<file path="config.mk">
export PLATFORM = sky130hd
export DESIGN_NAME = mdio_slave
export DESIGN_NICKNAME = d
export VERILOG_FILES = /design/src/rtl/mdio_slave_pkg.sv /design/src/rtl/mdio_sync_edge.sv /design/src/rtl/mdio_slave.sv
export SDC_FILE = /design/constraint.sdc
export NUM_CORES = 1
export LEC_CHECK = 0
export ABC_AREA = 1
export ABC_CLOCK_PERIOD_IN_PS = 4760
export CAP_MARGIN = 0
export CELL_PAD_IN_SITES_DETAIL_PLACEMENT = 0
export CELL_PAD_IN_SITES_GLOBAL_PLACEMENT = 1
export CORE_UTILIZATION = 35
export DETAILED_ROUTE_END_ITERATION = 6
export GPL_ROUTABILITY_DRIVEN = 0
export PLACE_DENSITY_LB_ADDON = 0.1
export SYNTH_ARGS = -nofsm -noshare
export SYNTH_HDL_FRONTEND = slang
export SYNTH_HIERARCHICAL = 1
export SYNTH_SLANG_ARGS = --single-unit
</file>
<file path="constraint.sdc">
create_clock -name clk -period 4.76 [get_ports clk]
set_clock_uncertainty 0.1 [all_clocks]
set_input_delay 1.428 -clock clk [delete_from_list [all_inputs] [get_ports clk]]
set_output_delay 1.428 -clock clk [all_outputs]
set_load 0.02 [all_outputs]
</file>
<file path="src/rtl/mdio_slave_pkg.sv">
// Shared MDIO definitions: frame codes, field widths and responder FSM states.
package mdio_slave_pkg;
  localparam logic [1:0] ST_CODE = 2'b01;
  localparam logic [1:0] OP_RD   = 2'b10;
  localparam logic [1:0] OP_WR   = 2'b01;

  localparam int PHYAD_W     = 5;
  localparam int REGAD_W     = 5;
  localparam int DATA_W      = 16;
  localparam int PRE_LEN_DEF = 32;

  typedef enum logic [2:0] {
    S_PRE,
    S_ST,
    S_OP,
    S_PHY,
    S_REG,
    S_TA,
    S_DATA
  } state_t;
endpackage

</file>
<file path="src/rtl/mdio_sync_edge.sv">
// Synchronizes mdc and mdi through identical flop chains and flags mdc edges.
module mdio_sync_edge #(
  parameter int SYNC_STAGES = 2
) (
  input  logic clk,
  input  logic rst,
  input  logic mdc,
  input  logic mdi,
  output logic rise,
  output logic fall,
  output logic mdi_s
);
  logic [SYNC_STAGES-1:0] mdc_q;
  logic [SYNC_STAGES-1:0] mdi_q;
  logic                   mdc_d;

  always_ff @(posedge clk or posedge rst) begin
    if (rst) begin
      mdc_q <= '0;
      mdi_q <= '0;
      mdc_d <= 1'b0;
    end else begin
      mdc_q <= {mdc_q[SYNC_STAGES-2:0], mdc};
      mdi_q <= {mdi_q[SYNC_STAGES-2:0], mdi};
      mdc_d <= mdc_q[SYNC_STAGES-1];
    end
  end

  // mdi_s is taken from the same stage as the edge, so a rise sees the bit
  // that was on the wire when mdc went high.
  assign rise  = mdc_q[SYNC_STAGES-1] & ~mdc_d;
  assign fall  = ~mdc_q[SYNC_STAGES-1] & mdc_d;
  assign mdi_s = mdi_q[SYNC_STAGES-1];
endmodule

</file>
<file path="src/rtl/mdio_slave.sv">
// Clause-22 MDIO responder: parses frames on synced mdc rises, drives read data on falls.
module mdio_slave
  import mdio_slave_pkg::*;
#(
  parameter logic [PHYAD_W-1:0] PHY_ADDR    = 5'd17,
  parameter int                 PRE_LEN     = PRE_LEN_DEF,
  parameter int                 SYNC_STAGES = 2
) (
  input  logic               clk,
  input  logic               rst,
  input  logic               mdc,
  input  logic               mdi,
  output logic               mdo,
  output logic               mdt,
  output logic [REGAD_W-1:0] reg_addr,
  output logic               reg_rd_req,
  input  logic [DATA_W-1:0]  reg_rd_data,
  output logic               reg_wr,
  output logic [DATA_W-1:0]  reg_wr_data,
  output logic               frame_err
);
  localparam logic [5:0] PRE_MAX = 6'(PRE_LEN);

  logic               rise, fall, mdi_s;
  state_t             state;
  logic [5:0]         pre_cnt;
  logic [3:0]         bit_cnt;
  logic               is_rd, match, first_bit, rd_cap;
  logic [PHYAD_W-1:0] addr_sh;
  logic [DATA_W-1:0]  shreg;
  logic               drive_rd;

  mdio_sync_edge #(.SYNC_STAGES(SYNC_STAGES)) u_sync (
    .clk   (clk),
    .rst   (rst),
    .mdc   (mdc),
    .mdi   (mdi),
    .rise  (rise),
    .fall  (fall),
    .mdi_s (mdi_s)
  );

  assign drive_rd = is_rd & match;

  always_ff @(posedge clk or posedge rst) begin
    if (rst) begin
      state       <= S_PRE;
      pre_cnt     <= '0;
      bit_cnt     <= '0;
      is_rd       <= 1'b0;
      match       <= 1'b0;
      first_bit   <= 1'b0;
      rd_cap      <= 1'b0;
      addr_sh     <= '0;
      shreg       <= '0;
      mdo         <= 1'b0;
      mdt         <= 1'b0;
      reg_addr    <= '0;
      reg_rd_req  <= 1'b0;
      reg_wr      <= 1'b0;
      reg_wr_data <= '0;
      frame_err   <= 1'b0;
    end else begin
      reg_rd_req <= 1'b0;
      reg_wr     <= 1'b0;
      frame_err  <= 1'b0;
      // Register bank answers one clk after the request.
      rd_cap     <= reg_rd_req;
      if (rd_cap) shreg <= reg_rd_data;

      if (rise) begin
        case (state)
          S_PRE: begin
            if (mdi_s) begin
              if (pre_cnt != PRE_MAX) pre_cnt <= pre_cnt + 6'd1;
            end else begin
              if (pre_cnt == PRE_MAX) state <= S_ST;
              pre_cnt <= '0;
            end
          end
          S_ST: begin
            bit_cnt <= '0;
            if (mdi_s == ST_CODE[0]) state <= S_OP;
            else begin
              frame_err <= 1'b1;
              state     <= S_PRE;
            end
          end
          S_OP: begin
            if (bit_cnt == 4'd0) begin
              first_bit <= mdi_s;
              bit_cnt   <= 4'd1;
            end else begin
              bit_cnt <= '0;
              if ({first_bit, mdi_s} == OP_RD) begin
                is_rd <= 1'b1;
                state <= S_PHY;
              end else if ({first_bit, mdi_s} == OP_WR) begin
                is_rd <= 1'b0;
                state <= S_PHY;
              end else begin
                frame_err <= 1'b1;
                state     <= S_PRE;
              end
            end
          end
          S_PHY: begin
            addr_sh <= {addr_sh[PHYAD_W-2:0], mdi_s};
            bit_cnt <= bit_cnt + 4'd1;
            if (bit_cnt == 4'd4) begin
              match   <= ({addr_sh[PHYAD_W-2:0], mdi_s} == PHY_ADDR);
              bit_cnt <= '0;
              state   <= S_REG;
            end
          end
          S_REG: begin
            addr_sh <= {addr_sh[PHYAD_W-2:0], mdi_s};
            bit_cnt <= bit_cnt + 4'd1;
            if (bit_cnt == 4'd4) begin
              reg_addr   <= {addr_sh[REGAD_W-2:0], mdi_s};
              reg_rd_req <= drive_rd;
              bit_cnt    <= '0;
              state      <= S_TA;
            end
          end
          S_TA: begin
            if (bit_cnt == 4'd0) begin
              first_bit <= mdi_s;
              bit_cnt   <= 4'd1;
            end else begin
              bit_cnt <= '0;
              // Only a matched write owns the TA check; reads have the bus turned.
              if (!is_rd && match && ({first_bit, mdi_s} != 2'b10)) begin
                frame_err <= 1'b1;
                state     <= S_PRE;
              end else begin
                state <= S_DATA;
              end
            end
          end
          S_DATA: begin
            if (!is_rd) shreg <= {shreg[DATA_W-2:0], mdi_s};
            bit_cnt <= bit_cnt + 4'd1;
            if (bit_cnt == 4'd15) begin
              state <= S_PRE;
              if (!is_rd && match) begin
                reg_wr      <= 1'b1;
                reg_wr_data <= {shreg[DATA_W-2:0], mdi_s};
              end
            end
          end
          default: state <= S_PRE;
        endcase
      end

      // Bus is released on every fall unless we own TA bit 2 or a read data bit.
      if (fall) begin
        mdt <= 1'b0;
        mdo <= 1'b0;
        if (drive_rd && state == S_TA && bit_cnt == 4'd1) begin
          mdt <= 1'b1;
        end else if (drive_rd && state == S_DATA) begin
          mdt   <= 1'b1;
          mdo   <= shreg[DATA_W-1];
          shreg <= {shreg[DATA_W-2:0], 1'b0};
        end
      end
    end
  end
endmodule

</file>
==> results of run 1 <==
-- power groups by stage --
stage,logic [mW],clock network (mW),registers [mW]
after CTS,0.0529,0.517,0.590
after global routing,0.0592,0.538,0.591
after detailed placement,0.0526,0,0.602
after floorplan,0.0257,0,0.600
after global placement,0.0514,0,0.601
final,0.0511,0.494,0.591
-- synth_stat cells --
| cell | count | area share, % |
|---|---|---|
| a21boi_0 | 1 | 0.22 |
| a21oi_1 | 6 | 0.89 |
| a31oi_1 | 1 | 0.19 |
| buf_12 | 1 | 0.60 |
| buf_2 | 6 | 0.89 |
| buf_4 | 2 | 0.45 |
| clkbuf_1 | 3 | 0.34 |
| clkinv_1 | 1 | 0.11 |
| dfrtp_1 | 68 | 51 |
| ha_1 | 6 | 2.2 |
| inv_1 | 46 | 5.1 |
| inv_2 | 2 | 0.22 |
| mux2i_1 | 1 | 0.30 |
| nand2_1 | 122 | 14 |
| nand2_2 | 12 | 2.2 |
| nand2_4 | 2 | 0.67 |
| nand3_1 | 39 | 5.8 |
| nand3_2 | 1 | 0.30 |
| nand3_4 | 1 | 0.52 |
| nand4_1 | 4 | 0.75 |
| nand4_2 | 1 | 0.37 |
| nor2_1 | 25 | 2.8 |
| nor2_2 | 4 | 0.75 |
| nor2_4 | 3 | 1.0 |
| nor3_1 | 2 | 0.30 |
| o21ai_0 | 29 | 4.3 |
| o21ai_1 | 16 | 2.4 |
| o21ai_2 | 2 | 0.52 |
| o22ai_1 | 1 | 0.19 |
| o31ai_1 | 1 | 0.22 |
| or2_2 | 1 | 0.19 |
| xor2_1 | 3 | 0.78 |
-- flip-flops by register name (all words and copies together), names as in the netlist --
name and cells:
rd_cap 1, u_sync/mdc_q 2, u_sync/mdi_q 2, reg_addr 5, match 1, mdo 1, bit_cnt 4, reg_wr 1
shreg 16, u_sync/mdc_d 1, mdt 1, first_bit 1, reg_rd_req 1, pre_cnt 6, frame_err 1, reg_wr_data 16
state 3, addr_sh 4, is_rd 1
-- worst paths after layout --
path	startpoint	to	depth (start not counted)
max in group asynchronous	rst	shreg[13]$_DFF_PP0_	3
hold reg to reg	u_sync/mdc_q[0]$_DFF_PP0_	u_sync/mdc_q[1]$_DFF_PP0_	0
setup reg to reg	u_sync/mdc_q[1]$_DFF_PP0_	reg_wr_data[8]$_DFFE_PP0P_	7
setup / recovery	mdt$_DFFE_PP0P_	mdt	1
hold / removal	u_sync/mdc_q[0]$_DFF_PP0_	u_sync/mdc_q[1]$_DFF_PP0_	0
min in group asynchronous	rst	u_sync/mdi_q[1]$_DFF_PP0_	2
-- per-layer routing --
metal  up-vias  global-route usage (%)  routed length (um)
li1       1403                       -                   -
met1      1293                    22.4                3630
met2        41                    26.2                3390
met3        10                    3.27                 196
met4         0                    8.03                 176
met5         -                       0                   0
-- final cells by class --
cell class,count,area [um^2]
fill,977,5180
sequential,68,1700
multi-input combinational,284,1400
timing repair buffer,46,458
inverter,49,184
tap,129,161
clock buffer,12,155
clock inverter,4,47.5
-- cells by family (layout without fill, tap and decap cells) --
logic type	after synthesis	count (layout)
fa+ha+maj	6	6
mux	1	1
compound gates	57	57
flops	68	68
xor+xnor	3	3
buf+inv	61	111
simple gates	217	217
==> results by group, run 1 <==
STA
  • Slew @ Worst Pin: ~1.1 ns
  • Fin. Hold Viols: 0
  • Final setup margin: ~1.9 ns
  • Worst hold margin: 0.246 ns
  • Relative slew slack: 27.1%
  • Tcrit/Tclk final: between 60% and 70%
  • Final setup vio count: 0
  • Final setup TNS: 0 ns
  • Max Freq: 0.350 GHz
  • Minimum clock period: 2.86 ns
  • RSZ-0062 raised after global routing: no
  • Slew Limit Fails: 0

Floorplan
  • Die Span Y: between 90 and 100 um
  • Starting Density: 36.2%
  • I/O Pins: between 40 and 50
  • Width of the chip: between 90 and 100 um
  • Row count: 35
  • Die ar.: 9990 um^2
  • CORE AREA: 9280 um^2

Outcome
  • Outcome: completed

Power
  • Switching pwr: approximately 260 uW
  • Final total power: between 1 and 1.5 mW
  • Max VDD drop: 0.130 mV
  • Combinational share of power: 4.5%
  • Clock Power Share: 43.5%
  • Pwr dens: 277 nW/um^2
  • Leakage power: ~2 nW
  • Pint: a little under 900 uW
  • Sequential Power Share: a little over half
  • Net Sw Frac: a little under a quarter

Logic synthesis
  • Register area share after synthesis: 50.7%
  • Largest family of logic cells by synthesized area: simple AND/OR/NAND/NOR gates
  • Yosys warns: 6
  • Unique masters post-synth: 32
  • Yosys reg bits: 68
  • Syn Inst Count: 413
  • Mapped Nets: between 400 and 500
  • Mapped Area: 3360 um^2
  • Post-Synth XOR/XNOR Area: 0.782%
  • Post-Synth Adder-Cell Area: 2.24%
  • Complex-gate fraction of the synthesized area: 8.94%
  • Post-synthesis mux area share: less than 1%
  • Synthesized area per cell: 8.13 um^2
  • Post-Synth Simple-Gate Area: 29.3%

Final layout
  • Layout cell share with drive strength beyond 1: slightly below 10%
  • Commonest non-fill, non-tap cell in the layout: nand2_1
  • Final core occ: 44.2%
  • # nets final: 484
  • Area delta synth->final: 22.2%
  • Post-route cell area: 4100 um^2
  • Most frequent cells in the layout: nand2_1, dfrtp_1, inv_1, clkdlybuf4s50_1, nand3_1
  • Ant diodes: 0
  • Final non-filler cell total: 592

Worst setup path
  • Critical Path Max Stage Delay: between 0.6 and 0.7 ns
  • Worst path bufs/invs: 1
  • R2R Setup Slk: about 2.3 ns
  • Slowest stage cell, crit path: clkdlybuf4s50_1
  • Worst EP arrival: between 1 and 1.5 ns
  • Cell family with most CP delay: buffers and inverters
  • CP Data Required Time: 3.23 ns
  • Worst Setup End Kind: primary output
  • CP Class: reg2out
  • Startpoint types: flop
  • CP Max Fanout: 2
  • Critical path, cell by cell: clkdlybuf4s50_1

Clock network
  • CTS max path bufs: 2
  • # H-tree levels: 3
  • CTS tree: yes
  • Clock root cell: clkbuf_8
  • Clock-pin slew on the worst setup and hold paths: 0.07 ns
  • Post-CTS setup buffer count: 0
  • Num CTS Buffers: 9
  • TritonCTS Sinks: 68
  • CTS resizes: 0
  • Clock latency at the later pin of the worst-skew pair: 0.35 ns
  • CTS Hold Bufs: 0

Place
  • Post-DP HPWL: between 5000 and 6000 um
  • Pre-CTS WS: ~1.8 ns
  • PortBufs: 45
  • Placed cell count: 576
  • Area after DPL: 3900 um^2

Global routing
  • Largest net degree at the start of global routing: 34
  • Grt total ovfl: 0
  • Vias in the first global route: 2,656
  • Tot GR Track Use: around 17%
  • First-pass GRT wire length: 12,800 um
  • Antenna violations before repair: 0

Routing
  • Initial DRC Count: between 80 and 90
  • DRT Wirelength: roughly 7400 um
  • Residual DRC: 0
  • Wire per inst: around 12 um
  • Post-DR vias/cell: 4.64
  • DRT Pass-1 Iters: 4
  • Post-DRT Antenna Nets: 0
  • Vias post-DR: 2,747

Worst hold path
  • Hold Crit Class: reg2reg

Job
  • Max_cap viols: 0
(Power assumes the default switching activity.)
==> inputs of run 2 (changes only) <==
--- a/config.mk
+++ b/config.mk
@@ -6,7 +6,7 @@
 export NUM_CORES = 1
 export LEC_CHECK = 0
 export ABC_AREA = 1
-export ABC_CLOCK_PERIOD_IN_PS = 4760
+export ABC_CLOCK_PERIOD_IN_PS = 2400
 export CAP_MARGIN = 0
 export CELL_PAD_IN_SITES_DETAIL_PLACEMENT = 0
 export CELL_PAD_IN_SITES_GLOBAL_PLACEMENT = 1
==> constraint.sdc (replaced) <==
create_clock -name clk -period 2.4 [get_ports clk]
set_clock_uncertainty 0.1 [all_clocks]
set_input_delay 0.72 -clock clk [delete_from_list [all_inputs] [get_ports clk]]
set_output_delay 0.72 -clock clk [all_outputs]
set_load 0.02 [all_outputs]
==> run 2 against run 1 <==
Effect of this change: clock-buffer cell count down 3; cell count rose by 0.84%; worst setup slack got worse by 1.7 ns; utilization rose by 0.49 points; critical endpoint unchanged; largest power group unchanged.
==> results by group, run 2 (synthesis gave the netlist of run 1 again) <==
Outcome
  • Outcome: completed

Worst setup path
  • Worst EP arrival: 1.33 ns
  • Slowest stage cell, crit path: clkdlybuf4s50_1
  • Startpoint types: flop
  • Cell family with most CP delay: buffers and inverters
  • Critical path, cell by cell: clkdlybuf4s50_1
  • Worst Setup End Kind: primary output
  • CP Class: reg2out
  • CP Max Fanout: 2
  • Worst path bufs/invs: 1
  • Critical Path Max Stage Delay: about 0.62 ns
  • CP Data Required Time: 1.58 ns

STA
  • RSZ-0062 raised after global routing: no
  • Worst hold margin: 0.250 ns
  • Relative slew slack: 65.6%
  • Max Freq: approximately 0.46 GHz
  • Minimum clock period: between 2 and 2.5 ns
  • Slew Limit Fails: 0
  • Slew @ Worst Pin: 0.514 ns
  • Tcrit/Tclk final: 89.7%
  • Fin. Hold Viols: 0
  • Final setup vio count: 0
  • Final setup TNS: 0 ns

Clock network
  • CTS max path bufs: 2
  • Post-CTS setup buffer count: 0
  • TritonCTS Sinks: just under 70
  • # H-tree levels: 3
  • CTS resizes: 0
  • Clock root cell: clkbuf_8
  • CTS Hold Bufs: 0
  • CTS tree: yes
  • Clock latency at the later pin of the worst-skew pair: 0.35 ns
  • Num CTS Buffers: 9
  • Clock-pin slew on the worst setup and hold paths: 0.07 ns

Floorplan
  • Width of the chip: 100 um
  • CORE AREA: between 9000 and 10,000 um^2
  • Starting Density: a little over a third
  • I/O Pins: 46
  • Die ar.: 9990 um^2
  • Row count: 35
  • Die Span Y: about 100 um

Routing
  • Vias post-DR: 2,725
  • Met3 wire len: 287 um
  • Post-DR vias/cell: about 4.6
  • Residual DRC: 0
  • DRT Pass-1 Iters: 4
  • WL met2: 3470 um
  • M1 wire length: 3680 um
  • Wire per inst: 12.7 um
  • Post-DRT Antenna Nets: 0
  • DRT Wirelength: 7560 um
  • Initial DRC Count: 73
  • Uppermost routed layer: met4

Final layout
  • Area delta synth->final: 23.5%
  • # nets final: 490
  • Layout cell share with drive strength beyond 1: 11.1%
  • Top flop regs: reg_wr_data x16, shreg x16, pre_cnt x6
  • Final non-filler cell total: roughly 600
  • Commonest non-fill, non-tap cell in the layout: nand2_1
  • Most frequent cells in the layout: nand2_1, dfrtp_1, inv_1, clkdlybuf4s50_1, nand3_1
  • Ant diodes: 0

Job
  • Max_cap viols: 0

Power
  • Leakage power: 2.01 nW
  • Pwr dens: 534 nW/um^2
  • Max VDD drop: ~0.24 mV
  • Final total power: 2.22 mW

Global routing
  • Vias in the first global route: ~2,600
  • Antenna violations before repair: 0
  • Grt total ovfl: 0
  • Largest net degree at the start of global routing: 64
  • Tot GR Track Use: 16.9%
  • First-pass GRT wire length: between 10,000 and 15,000 um

Worst hold path
  • Hold Crit Class: reg2reg

Place
  • Placed cell count: approximately 580
  • Post-DP HPWL: 5170 um
  • PortBufs: between 40 and 50
## run 2: cell type report
class | count | area [um^2]
Tap cell | 129 | 161
Clock buffer | 9 | 124
Sequential cell | 68 | 1700
Multi-Input combinational cell | 284 | 1400
Clock inverter | 6 | 66.3
Timing Repair Buffer | 52 | 515
Fill cell | 979 | 5130
Inverter | 49 | 184
## run 2: layer usage
metal / GRT usage, % / vias up
met1: 22.5 / 1247
met4: 8.37 / 0
met2: 26.6 / 61
met3: 3.06 / 9
li1: - / 1408
met5: 0 / -
## run 2: power breakdown
group	total [mW]	switching, mW	internal, mW
sequential	1.17	0.00939	1.16
combinational	0.111	0.0598	0.0516
clock	0.937	0.463	0.474
total	2.22	0.533	1.68
## run 2: worst reg2reg max path: cells and delay by family (launching register included)
family / cells / cell delay (ns)
flip-flops: 1 / 0.37
AND/OR/NAND/NOR: 6 / 1.15
buffers and inverters: 2 / 0.19
## run 2: through the flow
step | utilization, % | worst slack, ns | cell area [um^2]
after floorplan | - | 0.0103 | 3360
after global placement | 42.6 | 0.589 | 3960
after detailed placement | 42.6 | 0.548 | 3960
after CTS | 44.7 | 0.206 | 4150
after global routing | 44.7 | 0.195 | 4150
final | 44.7 | 0.248 | 4150
## run 2: final timing paths
check	to	start	slack, ns	cells past startpoint
max	mdt	mdt$_DFFE_PP0P_	0.25	1
min	u_sync/mdi_q[1]$_DFF_PP0_	u_sync/mdi_q[0]$_DFF_PP0_	0.25	0
max reg2reg	shreg[15]$_DFF_PP0_	u_sync/mdc_q[1]$_DFF_PP0_	0.54	8
min reg2reg	u_sync/mdi_q[1]$_DFF_PP0_	u_sync/mdi_q[0]$_DFF_PP0_	0.25	0
max in group asynchronous	first_bit$_DFFE_PP0P_	rst	1.21	3
min in group asynchronous	u_sync/mdc_q[1]$_DFF_PP0_	rst	0.52	2
